--- config.mk ---
export PLATFORM = sky130hd
export DESIGN_NAME = smachine_program_loader_flat
export DESIGN_NICKNAME = d
export VERILOG_FILES = /design/src/rtl/smachine_program_loader_if.sv /design/src/rtl/smachine_program_loader.sv /design/src/flat_wrapper.sv
export SDC_FILE = /design/constraint.sdc
export NUM_CORES = 1
export LEC_CHECK = 0
export BUFFER_PORTS_ARGS = -buffer_cell sky130_fd_sc_hd__clkbuf_2
export CORE_UTILIZATION = 56
export CTS_BUF_LIST = sky130_fd_sc_hd__clkbuf_4 sky130_fd_sc_hd__clkbuf_8 sky130_fd_sc_hd__clkbuf_16
export DETAILED_ROUTE_END_ITERATION = 16
export GPL_ROUTABILITY_DRIVEN = 0
export HOLD_SLACK_MARGIN = 0.05
export PLACE_DENSITY = 0.79
export SYNTH_ARGS = -nofsm -noshare
export SYNTH_HDL_FRONTEND = slang
export SYNTH_SLANG_ARGS = --single-unit
export TNS_END_PERCENT = 20
--- constraint.sdc ---
create_clock -name clk -period 2.7 [get_ports clk]
set_clock_uncertainty 0.15 [all_clocks]
set_input_delay 0.27 -clock clk [delete_from_list [all_inputs] [get_ports clk]]
set_output_delay 0.27 -clock clk [all_outputs]
set_load 0.01 [all_outputs]
--- src/rtl/smachine_program_loader_if.sv ---
// Byte stream into the loader plus the instruction-memory write port it drives.
// Latency: none (wires only).
// Backpressure: in_ready qualifies in_valid; the memory port has no backpressure.
interface smachine_program_loader_if #(
  parameter int ADDR_WIDTH = 8
);
  logic [7:0]            in_data;
  logic                  in_valid;
  logic                  in_ready;
  logic                  mem_we;
  logic [ADDR_WIDTH-1:0] mem_addr;
  logic [15:0]           mem_wdata;

  // Producer side: image source and memory observer.
  modport master (
    output in_data, in_valid,
    input  in_ready, mem_we, mem_addr, mem_wdata
  );

  // Loader side.
  modport slave (
    input  in_data, in_valid,
    output in_ready, mem_we, mem_addr, mem_wdata
  );
endinterface

--- src/rtl/smachine_program_loader.sv ---
// Boot loader: streams LEN, N x {HI,LO}, CSUM into instruction memory, then enables the CPU.
// Latency: write strobe and final status appear one cycle after the accepting transfer.
// Backpressure: in_ready is high only while a load is in progress; in_valid gaps stall the FSM.
module smachine_program_loader #(
  parameter int ADDR_WIDTH = 8
) (
  input  logic                          clk,
  input  logic                          reset,
  input  logic                          start,
  smachine_program_loader_if.slave      bus,
  output logic                          cpu_enable,
  output logic                          busy,
  output logic                          done,
  output logic                          error
);

  localparam logic [2:0] S_IDLE = 3'd0;
  localparam logic [2:0] S_LEN  = 3'd1;
  localparam logic [2:0] S_HI   = 3'd2;
  localparam logic [2:0] S_LO   = 3'd3;
  localparam logic [2:0] S_CSUM = 3'd4;
  localparam logic [2:0] S_RUN  = 3'd5;
  localparam logic [2:0] S_ERR  = 3'd6;

  logic [2:0]            state;
  // One bit wider than the address so the compare with N never wraps.
  logic [ADDR_WIDTH:0]   len;
  logic [ADDR_WIDTH:0]   cnt;
  logic [ADDR_WIDTH:0]   cnt_nxt;
  logic [7:0]            csum;
  logic [7:0]            hi;
  logic                  mem_we;
  logic [ADDR_WIDTH-1:0] mem_addr;
  logic [15:0]           mem_wdata;
  logic                  loading;
  logic                  xfer;

  // Status flags decode straight from the registered state.
  always_comb begin
    loading    = (state == S_LEN) || (state == S_HI) ||
                 (state == S_LO)  || (state == S_CSUM);
    xfer       = loading && bus.in_valid;
    cnt_nxt    = cnt + 1'b1;
    busy       = loading;
    cpu_enable = (state == S_RUN);
    done       = (state == S_RUN);
    error      = (state == S_ERR);
  end

  assign bus.in_ready  = loading;
  assign bus.mem_we    = mem_we;
  assign bus.mem_addr  = mem_addr;
  assign bus.mem_wdata = mem_wdata;

  // Load sequencer: parses the stream, issues word writes, checks the XOR sum.
  always_ff @(posedge clk) begin
    if (reset) begin
      state     <= S_IDLE;
      len       <= '0;
      cnt       <= '0;
      csum      <= '0;
      hi        <= '0;
      mem_we    <= 1'b0;
      mem_addr  <= '0;
      mem_wdata <= '0;
    end else begin
      // Strobe lasts one cycle; address and data hold afterwards.
      mem_we <= 1'b0;
      case (state)
        S_IDLE: begin
          if (start) state <= S_LEN;
        end
        S_LEN: begin
          if (xfer) begin
            len   <= (ADDR_WIDTH+1)'(bus.in_data);
            csum  <= bus.in_data;
            cnt   <= '0;
            state <= (bus.in_data == 8'd0) ? S_CSUM : S_HI;
          end
        end
        S_HI: begin
          if (xfer) begin
            hi    <= bus.in_data;
            csum  <= csum ^ bus.in_data;
            state <= S_LO;
          end
        end
        S_LO: begin
          if (xfer) begin
            csum      <= csum ^ bus.in_data;
            mem_we    <= 1'b1;
            mem_addr  <= cnt[ADDR_WIDTH-1:0];
            mem_wdata <= {hi, bus.in_data};
            cnt       <= cnt_nxt;
            state     <= (cnt_nxt == len) ? S_CSUM : S_HI;
          end
        end
        S_CSUM: begin
          if (xfer) state <= (bus.in_data == csum) ? S_RUN : S_ERR;
        end
        S_RUN, S_ERR: begin
          // A new load immediately withdraws the CPU enable.
          if (start) state <= S_LEN;
        end
        default: state <= S_IDLE;
      endcase
    end
  end

endmodule

--- src/flat_wrapper.sv ---
// flat-port wrapper written by rule: the top's interface ports become plain ports
module smachine_program_loader_flat 
#(
  parameter int ADDR_WIDTH = 8
)
  (clk, reset, start, cpu_enable, busy, done, error, bus_in_data, bus_in_valid, bus_in_ready, bus_mem_we, bus_mem_addr, bus_mem_wdata);
  smachine_program_loader_if #(.ADDR_WIDTH(ADDR_WIDTH)) bus_i ();
  input  logic clk;
  input  logic reset;
  input  logic start;
  output logic cpu_enable;
  output logic busy;
  output logic done;
  output logic error;
  input wire logic [$bits(bus_i.in_data)-1:0] bus_in_data;
  input wire logic [$bits(bus_i.in_valid)-1:0] bus_in_valid;
  output wire logic [$bits(bus_i.in_ready)-1:0] bus_in_ready;
  output wire logic [$bits(bus_i.mem_we)-1:0] bus_mem_we;
  output wire logic [$bits(bus_i.mem_addr)-1:0] bus_mem_addr;
  output wire logic [$bits(bus_i.mem_wdata)-1:0] bus_mem_wdata;
  assign bus_i.in_data = bus_in_data;
  assign bus_i.in_valid = bus_in_valid;
  assign bus_in_ready = bus_i.in_ready;
  assign bus_mem_we = bus_i.mem_we;
  assign bus_mem_addr = bus_i.mem_addr;
  assign bus_mem_wdata = bus_i.mem_wdata;
  smachine_program_loader #(.ADDR_WIDTH(ADDR_WIDTH)) u_core (.clk(clk), .reset(reset), .start(start), .bus(bus_i), .cpu_enable(cpu_enable), .busy(busy), .done(done), .error(error));
endmodule
==> results by group <==
Setup path
  • RR Startpoint: u_core.cnt[0]$_SDFFE_PP0P_
  • Startpoint Class: flop
  • Required time of the critical path: 2.77 ns
  • CP max-delay cell: dfxtp_1
  • Setup crit start: u_core.cnt[0]$_SDFFE_PP0P_
  • Crit path largest cell delay: 0.51 ns
  • Crit Path Category: reg -> reg
  • R2R depth: 7
  • Crit path max fanout: 8
  • CP arrival: between 2 and 2.5 ns
  • CP Capture Type: flop
  • Critical Path, Cell by Cell: ha_1, nand3_1, nand3b_1, o2111ai_1, nor4_1, and3_4, o21ai_2

Power
  • Psw: 582.3 µW
  • Leakage power: 1.199 nW
  • Clock share of power: 0.367
  • Net Sw Frac: 0.2906
  • Sequential Power Share: 0.493
  • Combinational share of power: 0.140
  • Max VDD drop: 421.2 µV
  • Internal Pwr Total: 1.422 mW
  • Pwr/cell area: between 600 and 700 nW/µm²

Final layout
  • Share of layout cells above drive strength 1: 0.1711
  • Post-layout util: 0.6727
  • Post-route design area: 3219 µm²
  • P&R area growth vs syn: 13.90%
  • Non-filler cells, final: around 480
  • Filler cells: around 420
  • Layout Nets: ~420
  • Diodes inserted: 0

Timing
  • Minimum clock period: between 2 and 2.5 ns
  • Final setup violation count: 0
  • Max Slew Vio Count: 0
  • RSZ-0062 raised after global routing: false
  • Slew headroom: 0.5555
  • Slew @ Worst Pin: approximately 0.66 ns
  • Final hold violation count: 0
  • Setup TNS after final layout: 0 ns
  • Fmax achieved: between 400 and 500 MHz
  • Fin crit share: 0.7980

Synthesis
  • Post-synth top cells: nand2_1 (111), dfxtp_1 (61), a21oi_1 (53), nor2_1 (27), xnor2_1 (24)
  • Cells after synthesis: ~370
  • Number of synthesized flops with an enable pin: 0
  • Mapped Area: roughly 2800 µm²
  • Most common cell in the netlist: nand2_1
  • Area contributors post-synth: dfxtp_1 (43%), nand2_1 (15%), a21oi_1 (9.4%)
  • Synth cell types: between 40 and 50
  • Sequential-to-total area share from yosys stat: 0.4320
  • Top FF cell, synth: dfxtp_1
  • Post-synthesis area per instance: approximately 7.7 µm²
  • Syn. warnings: 0
  • Post-synth ARST share: 0
  • Post-synth top area cell: dfxtp_1
  • Share of the synthesized area in the top cell type: 0.4320
  • Post-Syn Nets: 382
  • Register bit total from synthesis: 61

Floorplan
  • Initial core utilization: 0.5906
  • Row cnt: 25
  • Core area: 4786 µm²
  • Die Wd: 73.05 µm
  • Die area: roughly 5300 µm²
  • Die Y: between 70 and 80 µm
  • I/O pin count: 42

Drt
  • Via density per instance: roughly 5.4
  • DR pass1 iterations: 4
  • DRC errors left: 0
  • Detailed-route via count: roughly 2600
  • Antenna Violating Nets Remaining: 0
  • Post-Route WL: 6.630 mm
  • Wirelength per Cell: around 14 µm
  • Starting DRC count in detailed routing: 290

Placed design
  • Port bufs: 41
  • Post-DP HPWL: roughly 4.4 mm
  • Placed Cells: 460
  • Placed instance area: 3039 µm²

Clocking
  • Root Driver: clkbuf_8
  • Clock buffer count from CTS: 9
  • Clock transition at path regs: roughly 0.07 ns
  • # resized after CTS: 0
  • Hold buffer count at cts: 0
  • CTS tree: built
  • Maximum clock insertion buffer count: 2
  • H-tree levels: 3
  • Post-CTS Setup Bufs: 0
  • Worst skew pair latency: between 0.3 and 0.4 ns
  • CTS Sinks: a little over 60

Min path
  • HP Start: bus_in_data[5]
  • Hold Crit Depth: 3
  • Hold crit path type: in -> reg

GRT
  • GRT Total Usage: 0.2684
  • Initial antenna violation count: 0
  • Largest net degree at the start of global routing: 38
  • Vias in the first global route: roughly 2300
  • GRT Residual Overflow: 0
  • Global-route wire length before repair: 10.73 mm

Job
  • MaxCap Viol Count: 0

Status
  • Outcome: finished clean
-- metal layers --
layer | vias up | share of wire | track usage
met2 | 72 | 0.47 | 0.4331
met3 | 15 | 0.057 | 0.06077
met1 | 1195 | 0.45 | 0.3371
met5 | - | 0 | 0
li1 | 1303 | - | -
met4 | 0 | 0.024 | 0.1329
-- placed cells by master, fill, tap and decap left out, drive strengths merged, types with 2 or more instances in the layout --
master / instances
nand3b: 2
nand2: 111
xnor2: 24
xor2: 4
o21ai: 15
nand3: 8
buf: 4
inv: 7
clkbuf: 52
and3: 3
dfxtp: 61
clkinv: 3
nand2b: 5
nand4: 3
a21oi: 53
nor4: 3
nor3: 3
nor4b: 2
nor2: 27
o311ai: 2
-- state kept, by name, indices dropped and copies added (netlist names) --
signal / count
u_core.bus.mem_addr: 8
u_core.state: 3
u_core.len: 8
u_core.bus.mem_wdata: 16
u_core.cnt: 9
u_core.bus.mem_we: 1
u_core.hi: 8
u_core.csum: 8
-- path summary, 6_finish.rpt --
check / slack [ns] / end
max: 0.55 / u_core.state[1]$_SDFFE_PP0P_
min reg2reg: 0.30 / u_core.bus.mem_wdata[13]$_SDFFE_PP0P_
min: 0.1 / u_core.bus.mem_wdata[5]$_SDFFE_PP0P_
max reg2reg: 0.55 / u_core.state[1]$_SDFFE_PP0P_
-- kinds of logic after synthesis --
family                   after synthesis  synth area share
AO/OA/AOI/OAI                         82            0.1651
flip-flops                            61            0.4320
buffers and inverters                 27           0.04559
adder cells (fa/ha/maj)                1          0.004426
AND/OR/NAND/NOR                      170            0.2661
XOR/XNOR                              28           0.08676
-- critical path: cells and delay by family, from the launching register on --
| kind | cells | cell delay, ns |
|---|---|---|
| simple gates | 4 | 0.90 |
| flops | 1 | 0.51 |
| fa+ha+maj | 1 | 0.33 |
| compound gates | 2 | 0.17 |
-- per-stage QoR --
stage                     hold WS, ns  power, mW  worst slack [ns]
after floorplan                0.2560      1.213            0.7785
after global placement         0.2905      1.279            0.6578
after detailed placement       0.2954      1.287            0.5664
after CTS                     0.08079      2.016            0.5643
after global routing           0.1133      2.087            0.4194
final                         0.09848      2.004            0.5454
-- power by group through the flow --
stage,Sequential [mW],Combinational [mW],Clock [mW]
final,0.988,0.281,0.735
after global routing,0.993,0.315,0.779
after CTS,0.987,0.281,0.748
after detailed placement,1.01,0.279,0
after global placement,1.00,0.275,0
after floorplan,0.988,0.225,0
-- area by class of cell --
type | count | area, µm² | area share
clock buffer | 11 | 145.1 | 0.04508
clock inverter | 5 | 35.03 | 0.01088
inverter | 6 | 22.52 | 0.006996
multi-input combinational | 281 | 1476 | 0.4586
sequential | 61 | 1221 | 0.3793
tap | 67 | 83.83 | 0.02604
timing repair buffer | 45 | 235.2 | 0.07307
Note: power is estimated with default switching activity, not from simulation.
